--- src/rtl/spi_mem_responder.sv ---
// SPI mode-0 target: decodes 0x03 READ / 0x02 WRITE with a 24-bit address and
// turns the byte stream into single-cycle memory read/write strobes.
module spi_mem_responder #(
    parameter int ADDR_WIDTH  = 16,
    parameter int SYNC_STAGES = 2
) (
    input  logic                  clk_in,
    input  logic                  reset_in,
    input  logic                  sclk_in,
    input  logic                  cs_in,
    input  logic                  mosi_in,
    output logic                  miso_out,
    output logic                  miso_oe_out,
    output logic [ADDR_WIDTH-1:0] mem_addr_out,
    output logic                  mem_rd_out,
    input  logic [7:0]            mem_rdata_in,
    output logic                  mem_wr_out,
    output logic [7:0]            mem_wdata_out,
    output logic                  busy_out
);

    typedef enum logic [2:0] {
        ST_IDLE,
        ST_CMD,
        ST_ADDR,
        ST_READ_DATA,
        ST_WRITE_DATA,
        ST_IGNORE
    } state_t;

    localparam logic [ADDR_WIDTH-1:0] ADDR_ONE = 1;

    state_t                  r_state;
    state_t                  w_state_next;

    logic [SYNC_STAGES-1:0]  r_sclk_sync;
    logic [SYNC_STAGES-1:0]  r_cs_sync;
    logic [SYNC_STAGES-1:0]  r_mosi_sync;
    logic                    r_sclk_prev;
    logic                    r_cs_prev;

    logic [4:0]              r_bit_cnt;
    logic [6:0]              r_shift_in;
    logic [ADDR_WIDTH-1:0]   r_addr;
    logic                    r_cmd_read;
    logic [7:0]              r_miso_shift;
    logic [7:0]              r_next_byte;
    logic                    r_out_started;
    logic                    r_rd_first;
    logic                    r_rd_d;
    logic                    r_miso;
    logic                    r_miso_oe;
    logic                    r_mem_rd;
    logic                    r_mem_wr;
    logic [ADDR_WIDTH-1:0]   r_mem_addr;
    logic [7:0]              r_wdata;

    logic                    w_sclk;
    logic                    w_cs;
    logic                    w_mosi;
    logic                    w_sclk_rise;
    logic                    w_sclk_fall;
    logic                    w_cs_rise;
    logic                    w_cs_fall;
    logic [7:0]              w_in_byte;

    // The cs chain resets low so a cs held low across reset never looks like a fall.
    always_ff @(posedge clk_in) begin
        if (reset_in) begin
            r_sclk_sync <= '0;
            r_cs_sync   <= '0;
            r_mosi_sync <= '0;
            r_sclk_prev <= 1'b0;
            r_cs_prev   <= 1'b0;
        end else begin
            r_sclk_sync <= {r_sclk_sync[SYNC_STAGES-2:0], sclk_in};
            r_cs_sync   <= {r_cs_sync[SYNC_STAGES-2:0], cs_in};
            r_mosi_sync <= {r_mosi_sync[SYNC_STAGES-2:0], mosi_in};
            r_sclk_prev <= w_sclk;
            r_cs_prev   <= w_cs;
        end
    end

    assign w_sclk      = r_sclk_sync[SYNC_STAGES-1];
    assign w_cs        = r_cs_sync[SYNC_STAGES-1];
    assign w_mosi      = r_mosi_sync[SYNC_STAGES-1];
    assign w_sclk_rise = w_sclk & ~r_sclk_prev;
    assign w_sclk_fall = ~w_sclk & r_sclk_prev;
    assign w_cs_rise   = w_cs & ~r_cs_prev;
    assign w_cs_fall   = ~w_cs & r_cs_prev;
    assign w_in_byte   = {r_shift_in, w_mosi};

    always_ff @(posedge clk_in) begin
        if (reset_in) begin
            r_state <= ST_IDLE;
        end else begin
            r_state <= w_state_next;
        end
    end

    always_comb begin
        w_state_next = r_state;
        if (w_cs_rise) begin
            w_state_next = ST_IDLE;
        end else begin
            case (r_state)
                ST_IDLE: begin
                    if (w_cs_fall) w_state_next = ST_CMD;
                end
                ST_CMD: begin
                    if (w_sclk_rise && r_bit_cnt == 5'd7) begin
                        if (w_in_byte == 8'h03 || w_in_byte == 8'h02) w_state_next = ST_ADDR;
                        else w_state_next = ST_IGNORE;
                    end
                end
                ST_ADDR: begin
                    if (w_sclk_rise && r_bit_cnt == 5'd23) begin
                        w_state_next = r_cmd_read ? ST_READ_DATA : ST_WRITE_DATA;
                    end
                end
                default: w_state_next = r_state;
            endcase
        end
    end

    // Memory strobes are one-cycle pulses with no back-pressure; read data is
    // taken exactly one cycle after mem_rd_out (tracked by r_rd_d).
    always_ff @(posedge clk_in) begin
        if (reset_in) begin
            r_bit_cnt     <= '0;
            r_shift_in    <= '0;
            r_addr        <= '0;
            r_cmd_read    <= 1'b0;
            r_miso_shift  <= '0;
            r_next_byte   <= '0;
            r_out_started <= 1'b0;
            r_rd_first    <= 1'b0;
            r_rd_d        <= 1'b0;
            r_miso        <= 1'b0;
            r_miso_oe     <= 1'b0;
            r_mem_rd      <= 1'b0;
            r_mem_wr      <= 1'b0;
            r_mem_addr    <= '0;
            r_wdata       <= '0;
        end else begin
            r_mem_rd <= 1'b0;
            r_mem_wr <= 1'b0;
            r_rd_d   <= r_mem_rd;
            if (r_rd_d) begin
                if (r_rd_first) r_miso_shift <= mem_rdata_in;
                else            r_next_byte  <= mem_rdata_in;
            end

            if (w_cs_rise) begin
                r_miso_oe <= 1'b0;
                r_miso    <= 1'b0;
                r_rd_d    <= 1'b0;
                r_bit_cnt <= '0;
            end else begin
                case (r_state)
                    ST_IDLE: begin
                        if (w_cs_fall) begin
                            r_bit_cnt  <= '0;
                            r_shift_in <= '0;
                        end
                    end
                    ST_CMD: begin
                        if (w_sclk_rise) begin
                            r_shift_in <= w_in_byte[6:0];
                            if (r_bit_cnt == 5'd7) begin
                                r_bit_cnt  <= '0;
                                r_cmd_read <= (w_in_byte == 8'h03);
                            end else begin
                                r_bit_cnt <= r_bit_cnt + 5'd1;
                            end
                        end
                    end
                    ST_ADDR: begin
                        // Upper address bits shift straight out of r_addr.
                        if (w_sclk_rise) begin
                            r_addr <= {r_addr[ADDR_WIDTH-2:0], w_mosi};
                            if (r_bit_cnt == 5'd23) begin
                                r_bit_cnt     <= '0;
                                r_out_started <= 1'b0;
                                if (r_cmd_read) begin
                                    r_mem_rd   <= 1'b1;
                                    r_mem_addr <= {r_addr[ADDR_WIDTH-2:0], w_mosi};
                                    r_rd_first <= 1'b1;
                                end
                            end else begin
                                r_bit_cnt <= r_bit_cnt + 5'd1;
                            end
                        end
                    end
                    ST_READ_DATA: begin
                        if (w_sclk_rise && r_out_started && r_bit_cnt == 5'd0) begin
                            r_mem_rd   <= 1'b1;
                            r_mem_addr <= r_addr + ADDR_ONE;
                            r_rd_first <= 1'b0;
                        end
                        if (w_sclk_fall) begin
                            if (!r_out_started) begin
                                r_miso        <= r_miso_shift[7];
                                r_miso_shift  <= {r_miso_shift[6:0], 1'b0};
                                r_miso_oe     <= 1'b1;
                                r_out_started <= 1'b1;
                                r_bit_cnt     <= '0;
                            end else if (r_bit_cnt == 5'd7) begin
                                r_miso       <= r_next_byte[7];
                                r_miso_shift <= {r_next_byte[6:0], 1'b0};
                                r_addr       <= r_addr + ADDR_ONE;
                                r_bit_cnt    <= '0;
                            end else begin
                                r_miso       <= r_miso_shift[7];
                                r_miso_shift <= {r_miso_shift[6:0], 1'b0};
                                r_bit_cnt    <= r_bit_cnt + 5'd1;
                            end
                        end
                    end
                    ST_WRITE_DATA: begin
                        if (w_sclk_rise) begin
                            r_shift_in <= w_in_byte[6:0];
                            if (r_bit_cnt == 5'd7) begin
                                r_bit_cnt  <= '0;
                                r_mem_wr   <= 1'b1;
                                r_mem_addr <= r_addr;
                                r_wdata    <= w_in_byte;
                                r_addr     <= r_addr + ADDR_ONE;
                            end else begin
                                r_bit_cnt <= r_bit_cnt + 5'd1;
                            end
                        end
                    end
                    default: begin
                        r_miso_oe <= 1'b0;
                    end
                endcase
            end
        end
    end

    assign miso_out      = r_miso;
    assign miso_oe_out   = r_miso_oe;
    assign mem_addr_out  = r_mem_addr;
    assign mem_rd_out    = r_mem_rd;
    assign mem_wr_out    = r_mem_wr;
    assign mem_wdata_out = r_wdata;
    assign busy_out      = (r_state != ST_IDLE);

endmodule

--- config.mk ---
export PLATFORM = sky130hd
export DESIGN_NAME = spi_mem_responder
export DESIGN_NICKNAME = d
export VERILOG_FILES = /design/src/rtl/spi_mem_responder.sv
export SDC_FILE = /design/constraint.sdc
export NUM_CORES = 1
export LEC_CHECK = 0
export BUFFER_PORTS_ARGS = -buffer_cell sky130_fd_sc_hd__buf_2
export CAP_MARGIN = 40
export CORE_UTILIZATION = 43
export DETAILED_ROUTE_END_ITERATION = 16
export HOLD_SLACK_MARGIN = 0.08
export PLACE_DENSITY_LB_ADDON = 0.3
export SLEW_MARGIN = 20
export SYNTH_ARGS = -nofsm -noshare
export SYNTH_HDL_FRONTEND = slang
export SYNTH_SLANG_ARGS = --single-unit
--- constraint.sdc ---
create_clock -name clk_in -period 6 [get_ports clk_in]
set_clock_uncertainty 0.15 [all_clocks]
set_input_delay 0.6 -clock clk_in [delete_from_list [all_inputs] [get_ports clk_in]]
set_output_delay 0.6 -clock clk_in [all_outputs]
set_load 0.02 [all_outputs]
# Yosys cells after proc, flatten, opt, wreduce, memory -nomap -nowiden
# Cells that the tools add are included.
[totals]
elab_cells = 143
reg_bits = 87
in_bits = 13
[op_classes]
mux = 57
n_reduce_logical = 29
n_bitwise = 13
eq_ne = 21
n_addsub = 2
[op_table]
columns = ["cell", "count"]
rows = [
  ["16-bit 2-to-1 mux", 11],
  ["16-bit case mux with 3 select lines", 2],
  ["8-bit 2-to-1 mux", 7],
  ["5-bit 2-to-1 mux", 7],
  ["2-bit != test, second input constant", 12],
  ["5-bit case mux with 4 select lines", 1],
  ["16-bit by 1-bit adder with 16-bit output, second input constant", 1],
  ["8-bit by 2-bit equality test with 1-bit output, second input constant", 2],
  ["1-bit 2-to-1 mux", 16],
  ["4-bit AND reduction", 4],
  ["3-bit 2-to-1 mux", 5],
  ["7-bit 2-to-1 mux", 2],
  ["7-bit case mux with 2 select lines", 1],
  ["6-bit AND reduction", 2],
  ["5-bit AND reduction", 2],
  ["1-bit inverter", 9],
  ["3-bit case mux with 3 select lines", 1],
  ["3-bit nonzero test", 3],
  ["1-bit case mux with 2 select lines", 4],
  ["8-bit AND reduction", 1],
  ["4-bit OR reduction", 2],
  ["3-bit by 2-bit equality test with 1-bit output, second input constant", 2],
  ["5-bit by 1-bit adder with 5-bit output, second input constant", 1],
  ["5-bit by 3-bit equality test with 1-bit output, second input constant", 1],
  ["other kinds (14)", 23],
]

# Longest topological paths before layout
# Gate-level depths: netlist (run 1).
[logic_depth]
word_depth = 6
depth_mapped = 8

# Worst setup path after synthesis (run 1)
# No wires, ideal clock.
[synth_path]
path_type = "register to register"
startpoint = "reg r_bit_cnt[4]"
endpoint = "reg r_mem_addr[12], in the netlist mem_addr_out[12]"
setup_time_ps = 88
path_stages_with_launch = 7
slack_ps = 3816
t_required_ps = 5762
arrival_ps = 1946
path_cell_list = "dfxtp_1 or3b_1 or3_4 a221oi_4 buf_6 nor2_1 a311oi_2"
[synth_between]
elab_chain_cells = 4
elab_cells_between_ends = 8
cone_classes = "eq/ne (5); reduce/logical (3)"
[synth_rtl]
columns = ["item", "line_no", "source"]
rows = [
  ["from (decl)", "42", "logic [4:0] r_bit_cnt;"],
  ["from (signal assigned)", "174", "r_bit_cnt <= r_bit_cnt + 5'd1;"],
  ["from (signal assigned)", "191", "r_bit_cnt <= r_bit_cnt + 5'd1;"],
  ["from (signal assigned)", "216", "r_bit_cnt <= r_bit_cnt + 5'd1;"],
  ["5-bit logical NOT", "196", "if (w_sclk_rise && r_out_started && r_bit_cnt == 5'd0) begin"],
  ["1-bit logical AND", "196", ""],
  ["2-bit != test (no line)", "--", ""],
  ["8-bit AND reduction (no line) *", "--", ""],
  ["to (signal assigned)", "187", "r_mem_addr <= {r_addr[ADDR_WIDTH-2:0], w_mosi};"],
  ["to (signal assigned)", "198", "r_mem_addr <= r_addr + ADDR_ONE;"],
  ["to (signal assigned)", "226", "r_mem_addr <= r_addr;"],
  ["to (decl)", "55", "logic [ADDR_WIDTH-1:0] r_mem_addr;"],
]
# Every way passes the cells marked *; elsewhere a longest branch is shown, timed or not.
# A chain may end at the register's enable or synchronous reset.

# Worst setup path after layout (run 1)
[layout_path]
startpoint = "reg r_state[2]"
endpoint = "reg r_mem_addr[12], in the netlist mem_addr_out[12]"
[layout_between]
elab_chain_cells = 3
elab_cells_between_ends = 12
cone_classes = "eq/ne (9); mux (1); reduce/logical (2)"
[layout_rtl]
columns = ["item", "line_no", "source"]
rows = [
  ["from (decl)", "33", "state_t r_state;"],
  ["from (signal assigned)", "97", "r_state <= w_state_next;"],
  ["3-bit equality test or 3-bit by 2-bit equality test with 1-bit output (tied branches)", "160", "case (r_state)"],
  ["2-bit != test (no line) or 3-bit nonzero test (tied branches)", "--", ""],
  ["8-bit AND reduction (no line)", "--", ""],
]
# Parallel ways exist; a longest one is shown, timed or not.

==> results, run 1 <==
- Setup violations remaining at the end of the flow were counted as 0.
- The count of nets left with antenna violations once routing finished came out at 0.
- Buffers inserted to repair hold after CTS numbered 0.
- The worst endpoint required time is 6120 ps.
- The worst-case IR drop observed on VDD is 0.0000939 V.
- The number of resized instances in the post-cts repair step is 0.
- Along the worst path, the maximum fanout reaches 32.
- Fill cells in the final layout number 984.
- The synthesis-to-layout area growth is 10.1%.
- The fraction of layout instances using a drive strength above 1 is 0.156.
- The minimum setup slack in the final design is 2990 ps.
- After clock tree synthesis, the clock-pin slew on the worst setup and hold paths is 90 ps.
- The area after detailed placement is 4900 µm².
- Before antenna repair, the detailed router went through 5 iterations.
- The final route contains 4170 vias.
- The width of the chip is 106 µm.
- The tree is rooted in a sky130_fd_sc_hd__clkbuf_8.
- The count of cell types in the netlist is 62.
- Counting stages on the worst path, the most repeated cell is sky130_fd_sc_hd__buf_4.
- For this run, the number of Yosys warnings is 0.
- The worst-case headroom to the max-slew limit is 0.477.
- The first global-routing pass estimated 18600 µm of wire.
- The number of storage elements in the synthesis netlist is 87.
- Detailed placement finished with a half-perimeter wire length of 7520 µm.
- The worst hold path endpoint is r_cs_sync[0]$_SDFF_PP0_.
- After synthesis, the mean cell area works out to 8.25 µm².
- After the last flow step, the layout net total stands at 594.
- At the pin with the least slew margin, the transition time is 784 ps.
- The run finished with clean final reports.
- Setup repair after global routing left no endpoint under its margin.
- The post-placement worst setup slack is 3060 ps.
- The initial core utilization is 0.448.
- The clock tree buffer depth is 2.
- Port buffering added 41 buffers.
- Clock latency on the worst-skew pair, taken at its later pin, is 370 ps.
- The share of synthesized flip-flops with an asynchronous set or reset is 0.
- Of the available clock period, the critical path in the final layout requires 0.502.
- The kind of end point of the critical path is a flop.
- Buffers added to address setup during post-CTS repair amount to 0.
- The largest single stage delay on the critical path is 840 ps.
- The number of sinks driven by the clock tree is 87.
- The final hold violation count is 0.
- In this run the worst hold path is classified as in -> reg.
- The final hold slack is 287 ps.
- Power comes to 1.10 mW.
- The detailed-route wire length is 11100 µm.
- The total congestion overflow is 0.
- In this run the vertical extent of the chip is 106 µm.
- The ratio of routed vias to standard cells is 5.80.
- The synthesized netlist occupies a cell area of 4660 µm².
- The number of clock buffers added by TritonCTS is 9.
- During I/O placement, the number of pins put on the boundary was 42.
- The number of placement rows is 37.
- In the final routed layout, each cell accounts on average for 15.4 µm.
- The critical path goes through nor3b_1, buf_4, nand3_1, a221oi_4, buf_4, nor2_1, a311oi_2.
- The startpoint identified for the worst register-to-register timing path is r_state[2]$_SDFFE_PP0P_.
- The slack of the worst reg-to-reg path is 2990 ps.
- The clock period could shrink to 3010 ps.
- The data arrival time of the worst path is 3130 ps.
- When the netlist entered floorplanning its net count stood at 581.
- The floorplan step defined a die boundary enclosing 11300 µm².
- The leading cell type in the layout, fill and taps excluded is sky130_fd_sc_hd__dfxtp_1.
- The kind of critical path is reg -> reg.
- Across every metal layer, demand over resource in global routing totals 0.206.
- The analysis attributes to cell leakage a power of 1.84 nW.
- In the layout the commonest cells are 87 x sky130_fd_sc_hd__dfxtp_1, 73 x sky130_fd_sc_hd__nor2_1, 41 x sky130_fd_sc_hd__buf_2.
- The startpoint of the lowest-slack hold path is cs_in.
- After routing the design area is 5130 µm².
- After the first detailed-routing iteration, the DRC count stood at 403.
- After technology mapping, the gate count stands at 565.
- The number of global-route vias before repair was 3901.
- After detailed routing, the number of remaining DRC violations is 0.
- The max-slew violation count is 0.
- The ratio of total power to cell area is 215 nW/µm².
- The most used flip-flop cell after synthesis is sky130_fd_sc_hd__dfxtp_1.
- The number of synthesized flops with an enable pin is 0.
- The core region is 10400 µm².
- The number of cells traversed by the worst register-to-register path is 7.
- The final weighted congestion in routability-driven placement is 0.833.
- 0 antenna diodes ended up in the layout.
- The slowest library cell on the worst path is sky130_fd_sc_hd__dfxtp_1.
- The largest net degree at the start of global routing is 76.
- The worst register-to-register path ends at mem_addr_out[12]$_SDFFE_PP0P_.
- The number of antenna violations at the first check in global routing is 0.
- The max-cap check violation count is 0.
- In this run the number of H-tree levels came out at 3.
- The cell count of the worst hold path is 2.
- The CTS tree is done.
- For this run, the top clock speed supported by timing is 0.332 GHz.
- The startpoint kind of the worst setup timing path is a flop.
- After routing, the total negative slack on setup checks comes to 0 ps.
- For this run, the register share of the synthesized area comes to 0.374.
-- layout make-up --
cell class | instances | area, µm² | share of cell area
repair buffers | 48 | 278 | 0.0541
multi-input cells | 420 | 2690 | 0.524
inverters | 12 | 45.0 | 0.00877
well taps | 136 | 170 | 0.0331
clock buffers | 10 | 138 | 0.0268
clock inverters | 6 | 72.6 | 0.0141
flip-flops and latches | 87 | 1740 | 0.339
-- critical path: cells and delay by family, from the launching register on --
kind	cells	cell delay (ps)
DFF	1	840
buffers and inverters	2	680
and+or+nand+nor	3	700
AOI/OAI and AO/OA	2	540
-- power breakdown --
group | total [mW] | internal, mW | switching, mW
Combinational | 0.0756 | 0.0264 | 0.0492
Clock | 0.435 | 0.210 | 0.225
Sequential | 0.591 | 0.581 | 0.0102
Total | 1.10 | 0.818 | 0.284
-- metal layers --
metal / vias up / share of wire / track usage
li1: 2092 / - / -
met1: 1941 / 0.47 / 0.279
met2: 123 / 0.45 / 0.322
met3: 14 / 0.059 / 0.0325
met4: 0 / 0.016 / 0.0893
met5: - / 0 / 0
-- per-stage QoR --
| step | std cells | utilization |
|---|---|---|
| floorplan | 565 | - |
| global placement | 700 | 0.468 |
| detailed placement | 702 | 0.471 |
| CTS | 718 | 0.491 |
| global route | 719 | 0.493 |
| finish | 719 | 0.493 |
-- worst max-delay path by stage --
stage / start / end / slack, ps / cells past startpoint
after floorplan: r_bit_cnt[4]$_SDFFE_PP0P_ / mem_addr_out[12]$_SDFFE_PP0P_ / 3820 / 6
after global placement: r_state[2]$_SDFFE_PP0P_ / mem_addr_out[7]$_SDFFE_PP0P_ / 3000 / 4
after detailed placement: r_state[2]$_SDFFE_PP0P_ / mem_addr_out[15]$_SDFFE_PP0P_ / 3060 / 7
after CTS: r_state[2]$_SDFFE_PP0P_ / mem_addr_out[15]$_SDFFE_PP0P_ / 3030 / 7
after global routing: r_state[2]$_SDFFE_PP0P_ / mem_addr_out[13]$_SDFFE_PP0P_ / 2770 / 7
final: r_state[2]$_SDFFE_PP0P_ / mem_addr_out[12]$_SDFFE_PP0P_ / 2990 / 7
-- cells by family (layout without fill, tap and decap cells) --
logic type                 Yosys count  after routing  share of synthesized area
and+or+nand+nor                    226            226                      0.249
xor gates and xnor gates             8              8                     0.0150
adders and majority gates            3              3                    0.00805
muxes                               29             29                     0.0625
buffers and inverters               58             76                     0.0513
AOI/OAI and AO/OA                  154            154                      0.240
DFF                                 87             87                      0.374
-- registers in the layout (all words and copies together), names as in the netlist, 2 cells and up --
register and count:
r_miso_shift 8, r_sclk_sync 2, r_addr 16, r_cs_sync 2
r_next_byte 8, mem_wdata_out 8, r_mosi_sync 2, r_bit_cnt 5
mem_addr_out 16, r_state 3, r_shift_in 7
-- synthesized netlist by cell type, types with 4 or more instances --
library cell               count  area share
sky130_fd_sc_hd__a221oi_1      5      0.0094
sky130_fd_sc_hd__a311oi_2      4       0.013
sky130_fd_sc_hd__a21oi_1      33       0.035
sky130_fd_sc_hd__nand2b_1     12       0.016
sky130_fd_sc_hd__nand2_1      30       0.024
sky130_fd_sc_hd__inv_1        12      0.0097
sky130_fd_sc_hd__nor4_1        5      0.0067
sky130_fd_sc_hd__and2_1        4      0.0054
sky130_fd_sc_hd__mux2i_1      28       0.060
sky130_fd_sc_hd__xor2_1        5      0.0094
sky130_fd_sc_hd__o21ai_0      28       0.030
sky130_fd_sc_hd__a31oi_1       7      0.0094
sky130_fd_sc_hd__nor3_1       12       0.013
sky130_fd_sc_hd__nor2b_1      14       0.019
sky130_fd_sc_hd__clkbuf_1     40       0.032
sky130_fd_sc_hd__nor3b_1       4      0.0064
sky130_fd_sc_hd__a211oi_2      9       0.024
sky130_fd_sc_hd__a22oi_1       9       0.014
sky130_fd_sc_hd__o22ai_1       8       0.011
sky130_fd_sc_hd__or3b_2        4      0.0075
sky130_fd_sc_hd__nand3_1      24       0.026
sky130_fd_sc_hd__o32ai_1       4      0.0075
sky130_fd_sc_hd__and3_1       10       0.013
sky130_fd_sc_hd__a211oi_1     15       0.024
sky130_fd_sc_hd__o211ai_1      6      0.0097
sky130_fd_sc_hd__dfxtp_1      87        0.37
sky130_fd_sc_hd__or3_1         5      0.0067
sky130_fd_sc_hd__nor2_1       74       0.060
sky130_fd_sc_hd__nand3b_1      4      0.0064
sky130_fd_sc_hd__nand4_1       7      0.0094
Note: power is estimated with default switching activity, not from simulation.
==> run 2, diff against run 1 <==
==> constraint.sdc (replaced) <==
create_clock -name clk_in -period 2.7 [get_ports clk_in]
set_clock_uncertainty 0.15 [all_clocks]
set_input_delay 0.27 -clock clk_in [delete_from_list [all_inputs] [get_ports clk_in]]
set_output_delay 0.27 -clock clk_in [all_outputs]
set_load 0.02 [all_outputs]
==> run 2 against run 1 <==
Largest power group unchanged. Largest cell class unchanged. Combinational power rose to 2.6 times the previous value. Sequential power up 120%. First-iteration DRC count down 9.7%. Setup slack worse by 2700 ps.
==> results, run 2 (synthesis results as in run 1) <==
- Setup repair after global routing left no endpoint under its margin.
- The worst endpoint required time is 2820 ps.
- The total congestion overflow is 0.
- Post-CTS repair changed the size of 0 cells.
- The final-report setup violation count is 0.
- The static leakage is 1.93 nW.
- Setup total negative slack on the finished layout was measured at 0 ps.
- The clock passes through at most 2 buffers.
- The die covers 11300 µm².
- The number of antenna violations at the first check in global routing is 0.
- In the routed layout, each cell is associated on average with a via count of 5.82.
- The routed wirelength normalized by instance count is 15.5 µm.
- The area of the core is 10400 µm².
- Clock-pin slew was measured on the worst setup and hold paths at 90 ps.
- The maximum VDD drop is 0.000226 V.
- The largest single stage delay on the critical path is 650 ps.
- The data arrival time of the worst path is 2570 ps.
- The library cells used most frequently in the layout, excluding fill and tap cells, are 87 x sky130_fd_sc_hd__dfxtp_1, 73 x sky130_fd_sc_hd__nor2_1, 41 x sky130_fd_sc_hd__buf_2.
- The number of placement rows is 37.
- At the pin with the least slew margin, the transition time is 662 ps.
- The flow ran to the end, and the final reports show no timing, DRC or antenna violations.
- The final layout contains routed wiring with a total length of 11500 µm.
- The largest fanout on the critical path is 8.
- For this design the top-level I/O count stands at 42.
- The clock period minus final worst setup slack is 2440 ps.
- For this block, the initial DRC count from the detailed router was 364.
- The worst setup path is launched from a flop.
- The insertion delay to the later sink of the worst-skew pair is 360 ps.
- The number of antenna diodes in the final layout is 0.
- The count of nets left with antenna violations after detail routing is 0.
- The ratio of total power to cell area is 459 nW/µm².
- The initial core utilization is 0.448.
- The final hold slack is 126 ps.
- The total iterations of the first detailed-routing run is 5.
- The largest net degree at the start of global routing is 35.
- The count of H-tree levels built during CTS is 3.
- In the final layout, the share of cells above drive strength 1 is 0.169.
- The net count of the finished layout is 616.
- The kind of critical path is reg -> reg.
- The max-slew violation count is 0.
- Across the run, the number of max-cap violations was 0.
- The clock buffer count from CTS is 9.
- Summed over all nets, the half-perimeter wirelength after detailed placement is 7950 µm.
- The synthesis-to-layout area growth is 14.1%.
- The height of the chip is 106 µm.
- In the global route stage, overall resource usage came out at 0.212.
- The number of design rule violations left after detail routing is 0.
- The final hold violation count is 0.
- The final weighted congestion in routability-driven placement is 0.890.
- Measured against its own limit, the worst slew margin works out to 0.555.
- The peak clock frequency supported by timing is 0.409 GHz.
- The root buffer cell is sky130_fd_sc_hd__clkbuf_8.
- The class of the most critical hold timing path is in -> reg.
- The number of global-route vias before repair was 3853.
- The library cell used most frequently in the layout, excluding fill and tap cells, is sky130_fd_sc_hd__dfxtp_1.
- The CTS tree is done.
- Traced cell by cell, the critical path runs through ha_1, nand3_1, nor4_1, xor2_1, nand2_1, a311oi_2.
- The width of the chip is 106 µm.
- During placement, the flow inserted port buffers numbering 41.
- In the finished design, the share of the clock period the worst path needs comes to 0.906.
- The final route contains 4313 vias.
- The global-route wire length before repair is 19300 µm.
- The kind of end point of the critical path is a flop.
- The number of sinks driven by the clock tree is 87.
- Among all stages on the critical path, the largest delay is contributed by sky130_fd_sc_hd__nor4_1.
==> run 2: cell count changes in the layout (fill, tap and decap cells not counted), sizes merged <==
cell and delta:
clkinv +1, buf +11, inv -2, clkinvlp +2
clkbuf -1, dlygate4sd3 +11
==> run 2: worst max-delay path, delay by kind of cell (launching register included) <==
kind / cells / cell delay, ps
adder cells (fa/ha/maj): 1 / 370
XOR/XNOR: 1 / 200
flip-flops: 1 / 490
AO/OA/AOI/OAI: 1 / 220
AND/OR/NAND/NOR: 3 / 930
==> run 2: final cells by class <==
cell class                      count  area (µm²)
Fill cell                         999        5100
Multi-Input combinational cell    420        2680
Sequential cell                    87        1740
Timing Repair Buffer               70         475
Tap cell                          136         170
Clock buffer                        9         124
Clock inverter                      7        78.8
Inverter                           12        45.0
==> run 2: layer usage <==
layer  global-route usage  part of all wire  vias up
met5                    0                 0        -
met4               0.0685             0.014        0
met3               0.0343             0.058       17
met2                0.307              0.44      137
met1                0.317              0.49     2025
li1                     -                 -     2134
==> run 2: per-stage QoR <==
step	total power, mW	utilization	cells	setup slack [ps]	area [µm²]
after floorplan	1.46	-	565	516	4660
final	2.44	0.511	741	255	5320
after CTS	2.47	0.511	741	305	5320
after detailed placement	1.51	0.481	714	338	5010
after global routing	2.54	0.511	741	81.0	5320
after global placement	1.51	0.481	714	357	5010
==> run 2: power breakdown <==
group          internal, mW  switching, mW  total (mW)
Sequential             1.29         0.0109        1.30
Clock                 0.437          0.504       0.941
Combinational        0.0731          0.124       0.197
==> run 2: worst paths after layout <==
kind                                  start                             to  slack [ps]  cells after the start
hold reg to reg   r_sclk_sync[0]$_SDFF_PP0_      r_sclk_sync[1]$_SDFF_PP0_         300                      1
setup / recovery     r_addr[1]$_SDFFE_PP0P_  mem_addr_out[14]$_SDFFE_PP0P_         260                      6
hold / removal                     reset_in    r_next_byte[5]$_SDFFE_PP0P_         130                      2
setup reg to reg     r_addr[1]$_SDFFE_PP0P_  mem_addr_out[14]$_SDFFE_PP0P_         260                      6
==> run 2: repair_timing <==
action | in CTS | in global routing
hold endpoints to repair | 16 | 0
hold buffers | 11 | 0
setup buffers | 0 | 0
